**src/rtl/mmio_responder.sv**
```systemverilog
// mmio_responder
//   Data-side MMIO responder for the pipelined RV32 core. It answers load/store
//   requests that fall in a 256-byte window with a fixed latency. The window
//   holds a tohost exit register, a 64-bit free-running cycle counter (read
//   coherently as lo then hi) and a small console byte FIFO. The FIFO drains
//   one byte every DRAIN_DIV cycles to a byte output.
// Ports:
//   clk_i, reset_i          clock; synchronous active-high reset
//   req_valid_i, req_we_i   request present / store(1) or load(0)
//   req_addr_i, req_wdata_i byte address (word aligned), store data
//   req_ready_o             one-cycle response pulse
//   req_rdata_o, req_err_o  load data / decode error, valid with req_ready_o
//   done_o, exit_code_o     sticky completion flag and tohost wdata[31:1]
//   cons_valid_o, cons_byte_o  one-cycle console byte pulse and its byte
module mmio_responder #(
  parameter logic [31:0] BASE_ADDR  = 32'h1000_0000,
  parameter int unsigned LATENCY    = 2,
  parameter int unsigned FIFO_DEPTH = 8,
  parameter int unsigned DRAIN_DIV  = 4
) (
  input  logic        clk_i,
  input  logic        reset_i,
  input  logic        req_valid_i,
  input  logic        req_we_i,
  input  logic [31:0] req_addr_i,
  input  logic [31:0] req_wdata_i,
  output logic        req_ready_o,
  output logic [31:0] req_rdata_o,
  output logic        req_err_o,
  output logic        done_o,
  output logic [30:0] exit_code_o,
  output logic        cons_valid_o,
  output logic [7:0]  cons_byte_o
);

  localparam int unsigned        PTR_W      = (FIFO_DEPTH > 1) ? $clog2(FIFO_DEPTH) : 1;
  localparam int unsigned        CNT_W      = PTR_W + 1;
  localparam logic [3:0]         WAIT_INIT  = 4'(LATENCY - 1);
  localparam logic [7:0]         DRAIN_LAST = 8'(DRAIN_DIV - 1);
  localparam logic [CNT_W-1:0]   CNT_FULL   = CNT_W'(FIFO_DEPTH);
  localparam logic [CNT_W-1:0]   CNT_ZERO   = CNT_W'(0);
  localparam logic [PTR_W-1:0]   PTR_ONE    = PTR_W'(1);

  localparam logic [7:0] OFF_TOHOST   = 8'h00;
  localparam logic [7:0] OFF_CONS     = 8'h04;
  localparam logic [7:0] OFF_STATUS   = 8'h08;
  localparam logic [7:0] OFF_CYCLE_LO = 8'h10;
  localparam logic [7:0] OFF_CYCLE_HI = 8'h14;

  typedef enum logic [1:0] {
    S_IDLE  = 2'd0,
    S_WAIT  = 2'd1,
    S_RESP  = 2'd2,
    S_STALL = 2'd3
  } state_e;

  state_e             state_q, state_d;
  logic [3:0]         wait_q, wait_d;
  logic               we_q;
  logic [31:0]        addr_q, wdata_q;
  logic [63:0]        cycle_q, cycle_d;
  logic [31:0]        shadow_q, shadow_d;
  logic [31:0]        tohost_q, tohost_d;
  logic               done_q, done_d;
  logic [30:0]        exit_q, exit_d;
  logic [7:0]         fifo_mem_q [FIFO_DEPTH];
  logic [PTR_W-1:0]   head_q, head_d, tail_q, tail_d;
  logic [CNT_W-1:0]   count_q, count_d;
  logic [7:0]         drain_q, drain_d;
  logic               req_ready_q, req_ready_d;
  logic [31:0]        rdata_q, rdata_d;
  logic               err_q, err_d;
  logic               cons_valid_q, cons_valid_d;
  logic [7:0]         cons_byte_q, cons_byte_d;

  logic               cur_we_s;
  logic [31:0]        cur_addr_s, cur_wdata_s;
  logic               in_win_s, mapped_s, cons_wr_s, full_s, pop_s, stall_s;
  logic               enter_s, resp_go_s, push_s;
  logic [7:0]         off_s;

  // Decoder source: live inputs while IDLE (LATENCY=1 responds straight from IDLE), captured copy otherwise.
  always_comb begin
    if (state_q == S_IDLE) begin
      cur_we_s    = req_we_i;
      cur_addr_s  = req_addr_i;
      cur_wdata_s = req_wdata_i;
    end else begin
      cur_we_s    = we_q;
      cur_addr_s  = addr_q;
      cur_wdata_s = wdata_q;
    end
  end

  assign off_s     = cur_addr_s[7:0];
  assign in_win_s  = (cur_addr_s[31:8] == BASE_ADDR[31:8]);
  assign mapped_s  = (off_s == OFF_TOHOST) || (off_s == OFF_CONS) || (off_s == OFF_STATUS) ||
                     (off_s == OFF_CYCLE_LO) || (off_s == OFF_CYCLE_HI);
  assign cons_wr_s = cur_we_s && in_win_s && (off_s == OFF_CONS);
  assign full_s    = (count_q == CNT_FULL);
  assign pop_s     = (drain_q == DRAIN_LAST) && (count_q != CNT_ZERO);
  // A console push into a full FIFO waits, unless a pop frees an entry on the same edge.
  assign stall_s   = cons_wr_s && full_s && !pop_s;
  assign resp_go_s = enter_s && !stall_s;

  // FSM state register and request capture.
  always_ff @(posedge clk_i) begin
    if (reset_i) begin
      state_q <= S_IDLE;
      wait_q  <= 4'd0;
      we_q    <= 1'b0;
      addr_q  <= 32'd0;
      wdata_q <= 32'd0;
    end else begin
      state_q <= state_d;
      wait_q  <= wait_d;
      if (state_q == S_IDLE && req_valid_i) begin
        we_q    <= req_we_i;
        addr_q  <= req_addr_i;
        wdata_q <= req_wdata_i;
      end
    end
  end

  // FSM next-state logic; enter_s marks an edge that tries to move into RESP.
  always_comb begin
    state_d = state_q;
    wait_d  = wait_q;
    enter_s = 1'b0;
    case (state_q)
      S_IDLE: begin
        if (req_valid_i) begin
          wait_d = WAIT_INIT;
          if (LATENCY == 32'd1) begin
            enter_s = 1'b1;
            state_d = stall_s ? S_STALL : S_RESP;
          end else begin
            state_d = S_WAIT;
          end
        end else begin
          state_d = S_IDLE;
        end
      end
      S_WAIT: begin
        wait_d = wait_q - 4'd1;
        if (wait_q == 4'd1) begin
          enter_s = 1'b1;
          state_d = stall_s ? S_STALL : S_RESP;
        end else begin
          state_d = S_WAIT;
        end
      end
      S_RESP: begin
        state_d = S_IDLE;
      end
      S_STALL: begin
        enter_s = 1'b1;
        state_d = stall_s ? S_STALL : S_RESP;
      end
      default: begin
        state_d = S_IDLE;
      end
    endcase
  end

  // Output and side-effect logic, evaluated on the edge that enters RESP so the
  // response registers hold values that match the RESP cycle itself.
  always_comb begin
    cycle_d      = cycle_q + 64'd1;
    shadow_d     = shadow_q;
    tohost_d     = tohost_q;
    done_d       = done_q;
    exit_d       = exit_q;
    push_s       = resp_go_s && cons_wr_s;
    count_d      = count_q + CNT_W'(push_s) - CNT_W'(pop_s);
    head_d       = pop_s  ? head_q + PTR_ONE : head_q;
    tail_d       = push_s ? tail_q + PTR_ONE : tail_q;
    drain_d      = (drain_q == DRAIN_LAST) ? 8'd0 : drain_q + 8'd1;
    cons_valid_d = pop_s;
    cons_byte_d  = pop_s ? fifo_mem_q[head_q] : cons_byte_q;
    req_ready_d  = resp_go_s;
    err_d        = 1'b0;
    rdata_d      = 32'd0;
    if (resp_go_s) begin
      if (!in_win_s || !mapped_s) begin
        err_d = 1'b1;
      end else if (cur_we_s) begin
        if (off_s == OFF_TOHOST && cur_wdata_s != 32'd0) begin
          tohost_d = cur_wdata_s;
          done_d   = 1'b1;
          exit_d   = cur_wdata_s[31:1];
        end else begin
          tohost_d = tohost_q;
        end
      end else begin
        case (off_s)
          OFF_TOHOST:   rdata_d = tohost_q;
          OFF_STATUS:   rdata_d = {27'd0, 4'(count_d), (count_d == CNT_FULL)};
          OFF_CYCLE_LO: begin
            rdata_d  = cycle_d[31:0];
            shadow_d = cycle_d[63:32];
          end
          OFF_CYCLE_HI: rdata_d = shadow_q;
          default:      rdata_d = 32'd0;
        endcase
      end
    end else begin
      err_d = 1'b0;
    end
  end

  // Datapath registers: counter, shadow, tohost, FIFO control and response outputs.
  always_ff @(posedge clk_i) begin
    if (reset_i) begin
      cycle_q      <= 64'd0;
      shadow_q     <= 32'd0;
      tohost_q     <= 32'd0;
      done_q       <= 1'b0;
      exit_q       <= 31'd0;
      head_q       <= PTR_W'(0);
      tail_q       <= PTR_W'(0);
      count_q      <= CNT_ZERO;
      drain_q      <= 8'd0;
      req_ready_q  <= 1'b0;
      rdata_q      <= 32'd0;
      err_q        <= 1'b0;
      cons_valid_q <= 1'b0;
      cons_byte_q  <= 8'd0;
    end else begin
      cycle_q      <= cycle_d;
      shadow_q     <= shadow_d;
      tohost_q     <= tohost_d;
      done_q       <= done_d;
      exit_q       <= exit_d;
      head_q       <= head_d;
      tail_q       <= tail_d;
      count_q      <= count_d;
      drain_q      <= drain_d;
      req_ready_q  <= req_ready_d;
      rdata_q      <= rdata_d;
      err_q        <= err_d;
      cons_valid_q <= cons_valid_d;
      cons_byte_q  <= cons_byte_d;
    end
  end

  // Console FIFO storage; contents need no reset since the pointers qualify them.
  always_ff @(posedge clk_i) begin
    if (push_s && !reset_i) begin
      fifo_mem_q[tail_q] <= cur_wdata_s[7:0];
    end
  end

  assign req_ready_o  = req_ready_q;
  assign req_rdata_o  = rdata_q;
  assign req_err_o    = err_q;
  assign done_o       = done_q;
  assign exit_code_o  = exit_q;
  assign cons_valid_o = cons_valid_q;
  assign cons_byte_o  = cons_byte_q;

endmodule
```
**config.mk**
```make
export PLATFORM = sky130hd
export DESIGN_NAME = mmio_responder
export DESIGN_NICKNAME = d
export VERILOG_FILES = /design/src/rtl/mmio_responder.sv
export SDC_FILE = /design/constraint.sdc
export NUM_CORES = 1
export LEC_CHECK = 0
export ABC_AREA = 1
export CAP_MARGIN = 20
export CORE_AREA = 8 8 203 205
export CTS_CLUSTER_DIAMETER = 100
export DETAILED_ROUTE_END_ITERATION = 7
export DIE_AREA = 0 0 211 213
export PLACE_DENSITY = 0.6
export SLEW_MARGIN = 15
export SYNTH_ARGS = -nofsm -noshare
export SYNTH_HDL_FRONTEND = slang
export SYNTH_SLANG_ARGS = --single-unit
```
**constraint.sdc**
```tcl
create_clock -name clk_i -period 9 [get_ports clk_i]
set_input_delay 0.9 -clock clk_i [delete_from_list [all_inputs] [get_ports clk_i]]
set_output_delay 0.9 -clock clk_i [all_outputs]
set_load 0.01 [all_outputs]
```
# After elaboration in Yosys (flattened, before gate mapping)
# Memory sizes are Yosys's and may differ from the RTL's. A register that Yosys moved wholly into a read port is not among the register bits.
# Cells that the tools add are included.
totals:
  wordCells: 88
  ramBits: 64
  output_inout_bits: 75
  rom_bits: 0
  latch_bits: 0
  reg_bits: 284
  in_bits: 68
  n_memories: 1
op_classes:
  n_addsub: 7
  shifts: 0
  magnitude_cmp: 0
  bitwise_logic: 3
  mux: 15
  div_mod_pow: 0
  mul: 0
  reduce_logical: 31
  n_eq_ne: 13
mem_list:
  columns: ["name", "words", "word_bits", "rd", "rd_clocked_by_memory_dff", "wr", "line", "text"]
  rows:
  - ["fifo_mem_q", 8, 8, 1, 1, 1, "66", "logic [7:0] fifo_mem_q [FIFO_DEPTH];"]
op_table:
  columns: ["op", "n"]
  rows:
  - ["$pmux 32 s4", 1]
  - ["$add 64x1->64 const B", 1]
  - ["$mux 32", 2]
  - ["$reduce_bool 32->1", 1]
  - ["$eq 24x21->1 const B", 1]
  - ["$eq 8x5->1 const B", 2]
  - ["$logic_and 1x1->1", 10]
  - ["$add 8x1->8 const B", 1]
  - ["$eq 4x4->1 const B", 2]
  - ["$eq 8x2->1 const B", 1]
  - ["$eq 8x3->1 const B", 1]
  - ["$eq 8x4->1 const B", 1]
  - ["$logic_not 8->1", 1]
  - ["$pmux 2 s4", 1]
  - ["$pmux 4 s2", 1]
  - ["$reduce_and 4->1", 2]
  - ["$mux 1", 7]
  - ["$add 3x1->3 const B", 2]
  - ["$logic_not 1->1", 5]
  - ["$logic_or 1x1->1", 5]
  - ["$add 4x1->4", 1]
  - ["$eq 2x2->1 const B", 2]
  - ["$eq 4x1->1 const B", 1]
  - ["$mux 4", 1]
  - ["other kinds (13)", 16]

# Logic depth before layout (Yosys ltp)
depth:
  ltp_word: 14
  mapped_depth: 23
  mapped_depth_nobuf: 22

# Least setup slack after synthesis
# Ideal clock, no wire load.
synth_timing:
  kind: "input -> register"
  startpoint: "input port req_addr_i[29]"
  endpoint: "register rdata_q[3], in the netlist req_rdata_o[3]"
  arrival_ns: 3.299
  setup_ns: 0.078
  path_slack_ns: 5.623
  n_path_buf: 0
  path_stages: 20
  t_required_ns: 8.922
  cell_sequence: "or2_2 > nor2_1 > nand2_1 > nand2_1 > nand2_1 > nor2_1 > nand3_2 > nand2_1 > inv_1 > nand2_1 > ha_1 > inv_1 > ha_1 > inv_1 > fa_1 > xnor2_1 > inv_1 > o21ai_0 > nor2_1 > nor3_1"
synth_via:
  elab_chain_len: 12
  word_cells_on_any_way: 16
  cone_classes: "add/sub: 2; eq/ne: 1; mux: 2; bitwise: 1; reduce/logical: 10"
synth_rtl:
  columns: ["item", "line", "text"]
  rows:
  - ["start, declared", "25", "input logic [31:0] req_addr_i,"]
  - ["$mux 32 *", "84", "if (state_q == S_IDLE) begin"]
  - ["$eq 24x21->1 *", "96", "assign in_win_s = (cur_addr_s[31:8] == BASE_ADDR[31:8]);"]
  - ["$logic_and 1x1->1 (2 in a row)", "99", "assign cons_wr_s = cur_we_s && in_win_s && (off_s == OFF_CONS);"]
  - ["$logic_and 1x1->1 (2 in a row)", "103", "assign stall_s = cons_wr_s && full_s && !pop_s;"]
  - ["$logic_not 1->1", "104", "assign resp_go_s = enter_s && !stall_s;"]
  - ["$logic_and 1x1->1", "104", null]
  - ["$logic_and 1x1->1", "174", "push_s = resp_go_s && cons_wr_s;"]
  - ["$add 4x1->4", "175", "count_d = count_q + CNT_W'(push_s) - CNT_W'(pop_s);"]
  - ["$sub 4x1->4", "175", null]
  - ["$pmux 32 s4", "196", "case (off_s)"]
  - ["end signal, assigned", "240", "rdata_q <= rdata_d;"]
  - ["end, declared", "71", "logic [31:0] rdata_q, rdata_d;"]
# Every way passes the cells marked *; elsewhere a longest branch is shown, timed or not.
# A chain may end at the register's enable or synchronous reset.

# Worst setup path in the final report
layout_timing:
  startpoint: "register drain_q[0]"
  endpoint: "register rdata_q[3], in the netlist req_rdata_o[3]"
layout_via:
  elab_chain_len: 10
  word_cells_on_any_way: 12
  cone_classes: "add/sub: 2; eq/ne: 1; mux: 1; bitwise: 1; reduce/logical: 7"
layout_rtl:
  columns: ["item", "line", "text"]
  rows:
  - ["start, declared", "69", "logic [7:0] drain_q, drain_d;"]
  - ["start signal, assigned", "238", "drain_q <= drain_d;"]
  - ["$eq 8x2->1 *", "101", "assign pop_s = (drain_q == DRAIN_LAST) && (count_q != CNT_ZERO);"]
  - ["$logic_and 1x1->1 *", "101", null]
  - ["named net cons_valid_d", "73", "logic cons_valid_q, cons_valid_d;"]
  - ["$logic_not 1->1", "103", null]
  - ["$logic_and 1x1->1", "103", null]
  - ["$logic_not 1->1", "104", null]
  - ["$logic_and 1x1->1", "104", null]
  - ["$logic_and 1x1->1", "174", null]
  - ["$add 4x1->4", "175", null]
  - ["$sub 4x1->4", "175", null]
  - ["$pmux 32 s4", "196", null]
# Mark *: on every way through the listed nets, which the timed path passes. The rest lies on a longest branch.

==> metrics.yaml <==
die_h_um: 213
worstSetupStartpointType: "flop"
stdcell_count: 2623
synth-edff-count: 64
clock_power_share_pct: 46.5
hold_class: "flop to flop"
synth_top_cell_area_share_pct: 35.0
num_rows: 72
p_switching_uw: 798
drt-pass1-iter-count: 5
port-buffer-count: 142
ios: 143
synthFlopType: "dfxtp_1"
wl_per_cell_um: 16.7
cts_root_buffer: "clkbuf_16"
hold_buffers: 0
maxSlewHeadroom_pct: 32.3
coreArea_um2: 38100
clk_latency_ps: 530
grt_pass1_wl_mm: 69.1
fin_nets: 2159
p_leak_nw: 6.46
setup_tns_ps: 0
powerDensity_nw_per_um2: 192
cts_buffers: 37
cts_tree: "built"
synth_cells: 2006
slowest_stage: "nand2_1"
avgSynthCellArea_um2: 7.45
cts_sinks: 325
clkTransAtPathRegs_ps: 60
finalCritPeriodShare_pct: 43.0
antenna_cells: 0
gr-usage-all-layers_pct: 19.4
period_minus_slack_ps: 3870
cp_common_cell: "inv_1"
crit_arrival_ps: 4320
slowest_delay_ps: 420
detail_route.wirelength_mm: 43.8
yosys.area.top_type: "dfxtp_1"
synth_area_leaders: "dfxtp_1 (35%), edfxtp_1 (13%), nor2_1 (11%)"
finalHoldViolCount: 0
synth_cell_type_count: 40
postCtsSetupBuffers: 0
ys_ff_latch: 325
path_cells: "ha_1 > nand3_1 > nor2_1 > nand2_1 > inv_2 > nor2_1 > nand3_2 > nand2_1 > inv_1 > nand2_1 > ha_1 > inv_1 > ha_1 > inv_1 > fa_1 > xnor2_1 > inv_1 > o21ai_0 > nor2_1 > nor3_1"
drc: 0
cts_max_level: 2
cp_max_fo: 15
ir_drop_mv: 0.135
grt_max_degree: 95
syn_area_um2: 14900
place_congestion: 0.928
crit_required_ps: 9440
area_growth_syn_to_layout_pct: 18.8
via_count: 12900
post_cts_resized: 0
p_int_mw: 2.60
die_w_um: 211
fin_skew_ps: 19.6
synthTopCellsByCount: "nor2_1 (452), nand2_1 (404), dfxtp_1 (261)"
final_antenna_net_count: 0
endpoint_kind: "flop"
setup_viol: 0
synth_nets: 2087
seq_power_share_pct: 45.6
rsz0062_at_grt: "false"
switching_share_pct: 23.5
slew_viol_final: 0
place_inst: 2555
synth_async_sr_flop_share_pct: 0
grt_pass1_vias: 12600
max_cap_violations: 0
overflow: 0
drive_above_1_share_pct: 4.66
critPathKind: "flop to flop"
ctsLongestPathBuffers: 3
antenna_found_initial: 0
dp_hpwl_mm: 31.8
p_comb_share_pct: 7.9
initial_core_util_pct: 39.2
yosysMostFrequentCell: "nor2_1"
fmax_ghz: 0.258
run_status: "complete, no violations"
ys_seq_area_share_pct: 47.8
dieArea_um2: 44900
drtIter0Drc: 753
tightest_slew_ps: 1010
avgViaCountPerCell: 4.92
yosysWarnings: 0
## registers in the layout (all words and copies together) (netlist names)
name and count:
addr_q 32, cons_byte_o 8, cons_valid_o 1, count_q 4, cycle_q 64, done_o 1, drain_q 8, fifo_mem_q 64
head_q 3, req_err_o 1, req_rdata_o 32, req_ready_o 1, shadow_q 32, state_q 2, tail_q 3, tohost_q 32
wait_q 4, wdata_q 32, we_q 1
## kinds of logic (layout without fill, tap and decap cells)
group | count (synthesis) | count (layout) | synth area share (%)
AOI/OAI and AO/OA | 260 | 260 | 9.76
xor gates and xnor gates | 64 | 64 | 3.75
adders and majority gates | 13 | 13 | 1.14
buffers and inverters | 290 | 389 | 8.86
DFF | 325 | 325 | 47.8
and+or+nand+nor | 1054 | 1054 | 28.7
## power groups by stage
stage | combinational, mW | clock (mW) | sequential, mW
floorplan | 0.185 | 0 | 1.58
global placement | 0.266 | 0 | 1.58
detailed placement | 0.272 | 0 | 1.58
CTS | 0.272 | 1.61 | 1.55
global route | 0.309 | 1.68 | 1.55
finish | 0.270 | 1.58 | 1.55
## cell type report
| class | instances | area, um2 |
|---|---|---|
| Fill cell | 3860 | 20400 |
| Sequential cell | 325 | 7150 |
| Multi-Input combinational cell | 1391 | 6500 |
| Timing Repair Buffer | 157 | 1550 |
| Clock buffer | 60 | 1180 |
| Tap cell | 518 | 648 |
| Inverter | 166 | 624 |
| Clock inverter | 6 | 111 |
## routing by layer
layer	vias up	track usage, %	part of all wire [%]
met3	77	3.73	5.7
met2	330	30.6	44
met4	0	6.49	2.8
li1	6566	-	-
met1	5945	26.5	48
met5	-	0	0
## layout by cell type (no fill, tap or decap), types with 4 or more instances in the layout
| cell | n |
|---|---|
| a211oi_1 | 20 |
| a21oi_1 | 84 |
| a22o_1 | 5 |
| buf_4 | 14 |
| clkbuf_1 | 10 |
| clkbuf_16 | 40 |
| clkbuf_8 | 10 |
| clkdlybuf4s50_1 | 141 |
| dfxtp_1 | 261 |
| edfxtp_1 | 64 |
| ha_1 | 12 |
| inv_1 | 159 |
| inv_2 | 5 |
| nand2_1 | 403 |
| nand2_2 | 5 |
| nand3_1 | 78 |
| nand3b_1 | 4 |
| nand4_1 | 22 |
| nor2_1 | 450 |
| nor2_4 | 4 |
| nor3_1 | 71 |
| o211ai_1 | 10 |
| o21ai_0 | 109 |
| o21ai_1 | 10 |
| o221ai_1 | 8 |
| o22ai_1 | 8 |
| or2_2 | 4 |
| xnor2_1 | 19 |
| xor2_1 | 45 |
## through the flow
step	util [%]	total power, mW	setup WS, ps	hold slack [ps]	instance area [um2]
2_1_floorplan	-	1.76	5620	418	14900
3_3_place_gp	43.1	1.85	4790	428	16400
3_5_place_dp	43.1	1.85	4660	444	16400
4_1_cts	46.5	3.43	5060	452	17700
5_1_grt	46.6	3.54	4670	474	17800
6_report	46.6	3.40	5130	450	17800
## worst max-delay path: cells and delay by family (launching register included)
kind | cells | cell delay [ps]
adder cells (fa/ha/maj) | 4 | 1020
buffers and inverters | 5 | 540
XOR/XNOR | 1 | 140
AO/OA/AOI/OAI | 1 | 200
AND/OR/NAND/NOR | 9 | 1560
flip-flops | 1 | 320
## worst paths after layout
check / from / endpoint / slack [ps] / depth (start not counted)
worst max register to register: drain_q[0]$_SDFF_PP0_ / req_rdata_o[3]$_SDFF_PP0_ / 5130 / 20
worst min-delay path: drain_q[0]$_SDFF_PP0_ / drain_q[0]$_SDFF_PP0_ / 450 / 1
worst max-delay path: drain_q[0]$_SDFF_PP0_ / req_rdata_o[3]$_SDFF_PP0_ / 5130 / 20
worst min register to register: drain_q[0]$_SDFF_PP0_ / drain_q[0]$_SDFF_PP0_ / 450 / 1
Note: power is estimated with default switching activity, not from simulation.
==> edit 1, RTL diff (same settings) <==
Re-encode `state_e` (4 states) as one-hot, 4 bits wide.
--- a/src/rtl/mmio_responder.sv
+++ b/src/rtl/mmio_responder.sv
@@ -47,11 +47,11 @@
   localparam logic [7:0] OFF_CYCLE_LO = 8'h10;
   localparam logic [7:0] OFF_CYCLE_HI = 8'h14;
 
-  typedef enum logic [1:0] {
-    S_IDLE  = 2'd0,
-    S_WAIT  = 2'd1,
-    S_RESP  = 2'd2,
-    S_STALL = 2'd3
+  typedef enum logic [3:0] {
+    S_IDLE  = 4'b0001,
+    S_WAIT  = 4'b0010,
+    S_RESP  = 4'b0100,
+    S_STALL = 4'b1000
   } state_e;
 
   state_e             state_q, state_d;
Formal check against the unedited RTL: same outputs for any inputs over 4 cycles, from zero or initial values and one cycle with reset_i high; so few cycles prove little.
==> edit 1 against the original RTL <==
  * Global-route usage up 0.074 points
  * Power fell by 2.4%
  * Sequential cell count is 2 higher
  * Area after synthesis about the same
  * Hold slack got worse by 0.74 ps
  * Setup slack lost 340 ps
  * First-iteration DRC count is 16% higher
  * Wire length rose by 1.2%
  * Critical endpoint unchanged
  * Design area fell by 0.36%
  * Highest routed layer is now met5
  * Clock power shrank 8%
==> edit 1: results (changes against the original RTL) <==
- Total GRT Usage: 19.49% (was 19.42%)
- Sequential fraction of design power: 47.0% (was 45.6%)
- CTS max path bufs: 3 (unchanged)
- Int Pwr: 2.483 mW (was 2.604 mW)
- Leak: 6.292 nW (was 6.456 nW)
- Sequential cell area fraction in the yosys report: 48.07% (was 47.84%)
- End of the critical path: req_rdata_o[3]$_SDFF_PP0_ (unchanged)
- Clock Power Share: 43.7% (was 46.5%)
- Top Family by Delay on Critical Path: simple AND/OR/NAND/NOR gates (unchanged)
- Crit path max fanout: 52 (was 15)
- Post_cts resized: 0 (unchanged)
- # Post-CTS Setup Buffers: 0 (unchanged)
- R2R setup slack: 4780 ps (was 5130 ps)
- Synth area leaders: dfxtp_1 (35%), edfxtp_1 (13%), nand2_1 (10%) (was dfxtp_1 (35%), edfxtp_1 (13%), nor2_1 (11%))
- Net count after synthesis: 2083 (was 2087)
- Nets: 2159 (unchanged)
- Worst-path clk slew: 60 ps (about the same)
- Root Buffer Master: clkbuf_16 (unchanged)
- Diode count: 0 (unchanged)
- Setup CP Type: reg2reg (unchanged)
- Synth Flop Type: dfxtp_1 (unchanged)
- Hold wc startpoint: wdata_q[1]$_SDFFE_PP0P_ (was drain_q[0]$_SDFF_PP0_)
- First-pass detailed-route iteration total: 5 (unchanged)
- Synth top cells by count: nand2_1 (406), nor2_1 (362), dfxtp_1 (263) (was nor2_1 (452), nand2_1 (404), dfxtp_1 (261))
- Buffers on Ports: 142 (unchanged)
- Top Registers: cycle_q x64, fifo_mem_q x64 (unchanged)
- Number of flops mapped to enable cells by yosys: 64 (unchanged)
- Detailed placement HPWL: 32240 µm (was 31790 µm)
- TritonCTS buffer count: 37 (unchanged)
- Htree depth: 2 (unchanged)
- FF-to-FF path depth: 19 (was 20)
- Actual slew at the worst max-slew pin: 1019 ps (was 1014 ps)
- Period utilisation layout: 46.87% (was 43.04%)
- Reg2reg start: state_q[2]$_SDFF_PP0_ (was drain_q[0]$_SDFF_PP0_)
- Synth cell types: 41 (was 40)
- Largest net degree at the start of global routing: 119 (was 95)
- DR iter-0 viols: 876 (was 753)
- Status: complete, no violations (unchanged)
- Synth warn: 0 (unchanged)
- Max incr delay on CP: 500 ps (was 420 ps)
- Share of layout cells above drive strength 1: 4.420% (was 4.656%)
- Placer congestion estimate: 0.9558 (was 0.9278)
- VDD IR max: 105.8 µV (was 134.5 µV)
- DR WL/cell: 16.90 µm (was 16.69 µm)
- Worst Hold Class: reg2reg (unchanged)
- First-pass GRT wire length: 69630 µm (was 69130 µm)
- Worst-Skew Late Latency: 540 ps
- Vias: 13.09k (was 12.92k)
- Initial antenna violation count: 1 (was 0)
- Clock Skews: 12.25 ps (was 19.57 ps)
- Slowest-stage cell, CP: buf_4 (was nand2_1)
- CP Data Arrival Time: 4630 ps (was 4320 ps)
- Async SR Flop Fraction: 0% (unchanged)
edit 1: worst min-delay path by stage:
stage                              endpoint  slack (ps)  cells past startpoint
finish              wdata_q[1]$_SDFFE_PP0P_         450                      2
global route        addr_q[27]$_SDFFE_PP0P_         460                      2
CTS                 wdata_q[1]$_SDFFE_PP0P_         450                      2
global placement      drain_q[0]$_SDFF_PP0_         430                      1
detailed placement  wdata_q[1]$_SDFFE_PP0P_         440                      2
floorplan             drain_q[0]$_SDFF_PP0_         420                      1
edit 1: through the flow:
stage / std cells / power (mW) / utilization [%] / setup WS [ps] / area (µm²)
final: 2622 / 3.321 / 46.42 / 4781 / 17690
after global placement: 2556 / 1.893 / 43.34 / 4612 / 16520
after global routing: 2622 / 3.458 / 46.42 / 4389 / 17690
after detailed placement: 2556 / 1.900 / 43.34 / 4539 / 16520
after CTS: 2621 / 3.356 / 46.37 / 4789 / 17670
after floorplan: 2002 / 1.794 / - / 5755 / 14950
edit 1: area by class of cell:
class	count	area [µm²]
Clock inverter	13	111.4
Sequential cell	327	7188
Tap cell	518	648.1
Fill cell	3787	20420
Multi-Input combinational cell	1354	6390
Clock buffer	52	1042
Timing Repair Buffer	160	1567
Inverter	198	744.5
edit 1: logic make-up (layout without fill, tap and decap cells):
logic type | count (synthesis) | count (layout) | synth area share (%)
AND/OR/NAND/NOR | 965 | 965 | 26.45
flip-flops | 327 | 327 | 48.07
buffers and inverters | 321 | 423 | 9.423
AO/OA/AOI/OAI | 313 | 313 | 11.23
XOR/XNOR | 63 | 63 | 3.690
adder cells (fa/ha/maj) | 13 | 13 | 1.138
edit 1: routing by layer:
layer  share of wire, %  vias up  track usage (%)
li1                   -     6584                -
met1                 47     6068            26.48
met2                 44      365            31.09
met3                6.4       72            3.816
met4                2.6        2            5.792
met5              0.023        -                0
==> edit 2, RTL diff (config.mk and constraints unchanged) <==
Made on the original files. Set the parameter `FIFO_DEPTH` to 16 (it was 8).
--- a/src/rtl/mmio_responder.sv
+++ b/src/rtl/mmio_responder.sv
@@ -15,7 +15,7 @@
 module mmio_responder #(
   parameter logic [31:0] BASE_ADDR  = 32'h1000_0000,
   parameter int unsigned LATENCY    = 2,
-  parameter int unsigned FIFO_DEPTH = 8,
+  parameter int unsigned FIFO_DEPTH = 16,
   parameter int unsigned DRAIN_DIV  = 4
 ) (
   input  logic        clk_i,
Check against the original RTL: same outputs for any inputs over 4 cycles, from zero or initial values and one cycle with reset_i high; that may be too few to reach the edited logic, so the function may still have changed.
==> edit 2 against the original RTL <==
  * Wire length up 11%
  * Setup slack better by 62 ps
  * Sequential cell count grew 67
  * Power rose by 20%
  * Area after synthesis increased by 17%
  * Design area is 15% higher
  * Core utilization increased by 7.2 points
  * Synthesized cell count is 9.9% higher
==> edit 2: results (changes against the original RTL) <==
- Grt met1 use: 29.99% (was 26.48%)
- Slew Limit Headroom: 30.95% (was 32.32%)
- Worst-Skew Late Latency: 570 ps (was 530 ps)
- Placed Instance Area: 0.01903 mm² (was 0.01643 mm²)
- Clock sinks: 392 (was 325)
- Drt via density: 5.087 (was 4.925)
- M1 WL: 23260 µm (was 20860 µm)
- Final wirelength: 48440 µm (was 43780 µm)
- Leak: 7.704 nW (was 6.456 nW)
- Synth top cells by count: nor2_1 (568), nand2_1 (372), dfxtp_1 (264) (was nor2_1 (452), nand2_1 (404), dfxtp_1 (261))
- Met2 Usage GRT: 31.75% (was 30.57%)
- Total GRT Usage: 21.27% (was 19.42%)
- Synth cell types: 43 (was 40)
- Placer congestion estimate: 0.9131 (was 0.9278)
- # fillers: 3589 (was 3860)
- Vias in the first global route: 13.73k (was 12.62k)
- Xor/xnor share of the synthesized area: 2.796% (was 3.752%)
- Top Registers: fifo_mem_q x128, cycle_q x64 (was cycle_q x64, fifo_mem_q x64)
- Fmax: 0.2623 GHz (was 0.2582 GHz)
- DR iter-0 viols: 1183 (was 753)
- TritonCTS buffer count: 43 (was 37)
- WL met2: 20430 µm (was 19200 µm)
- Non-clock buffer share: 7.337% (was 8.739%)
- Top Layer Used: met5 (was met4)
- Top Family by Delay on Critical Path: adder cells (was simple AND/OR/NAND/NOR gates)
- Status: complete, no violations (unchanged)
- Met3 WL: 3611 µm (was 2498 µm)
- Largest net degree at the start of global routing: 84 (was 95)
- Slowest-stage cell, CP: inv_1 (was nand2_1)
- CP Data Arrival Time: 4290 ps (was 4320 ps)
==> edit 2: power breakdown <==
part	switching [mW]	internal (mW)	total (mW)
clock network	0.730	1.08	1.81
logic	0.247	0.121	0.369
registers	0.0208	1.89	1.91
total	0.999	3.09	4.09
==> edit 2: cell families after synthesis <==
logic type,count (synthesis)
and+or+nand+nor,1097
DFF,392
buffers and inverters,327
adders and majority gates,16
AOI/OAI and AO/OA,316
xor gates and xnor gates,56
==> edit 2: final timing paths <==
| path | from | endpoint | cells after the start |
|---|---|---|---|
| hold reg to reg | wdata_q[26]$_SDFFE_PP0P_ | wdata_q[26]$_SDFFE_PP0P_ | 2 |
| setup / recovery | drain_q[0]$_SDFF_PP0_ | req_rdata_o[0]$_SDFF_PP0_ | 16 |
| hold / removal | wdata_q[26]$_SDFFE_PP0P_ | wdata_q[26]$_SDFFE_PP0P_ | 2 |
| setup reg to reg | drain_q[0]$_SDFF_PP0_ | req_rdata_o[0]$_SDFF_PP0_ | 16 |
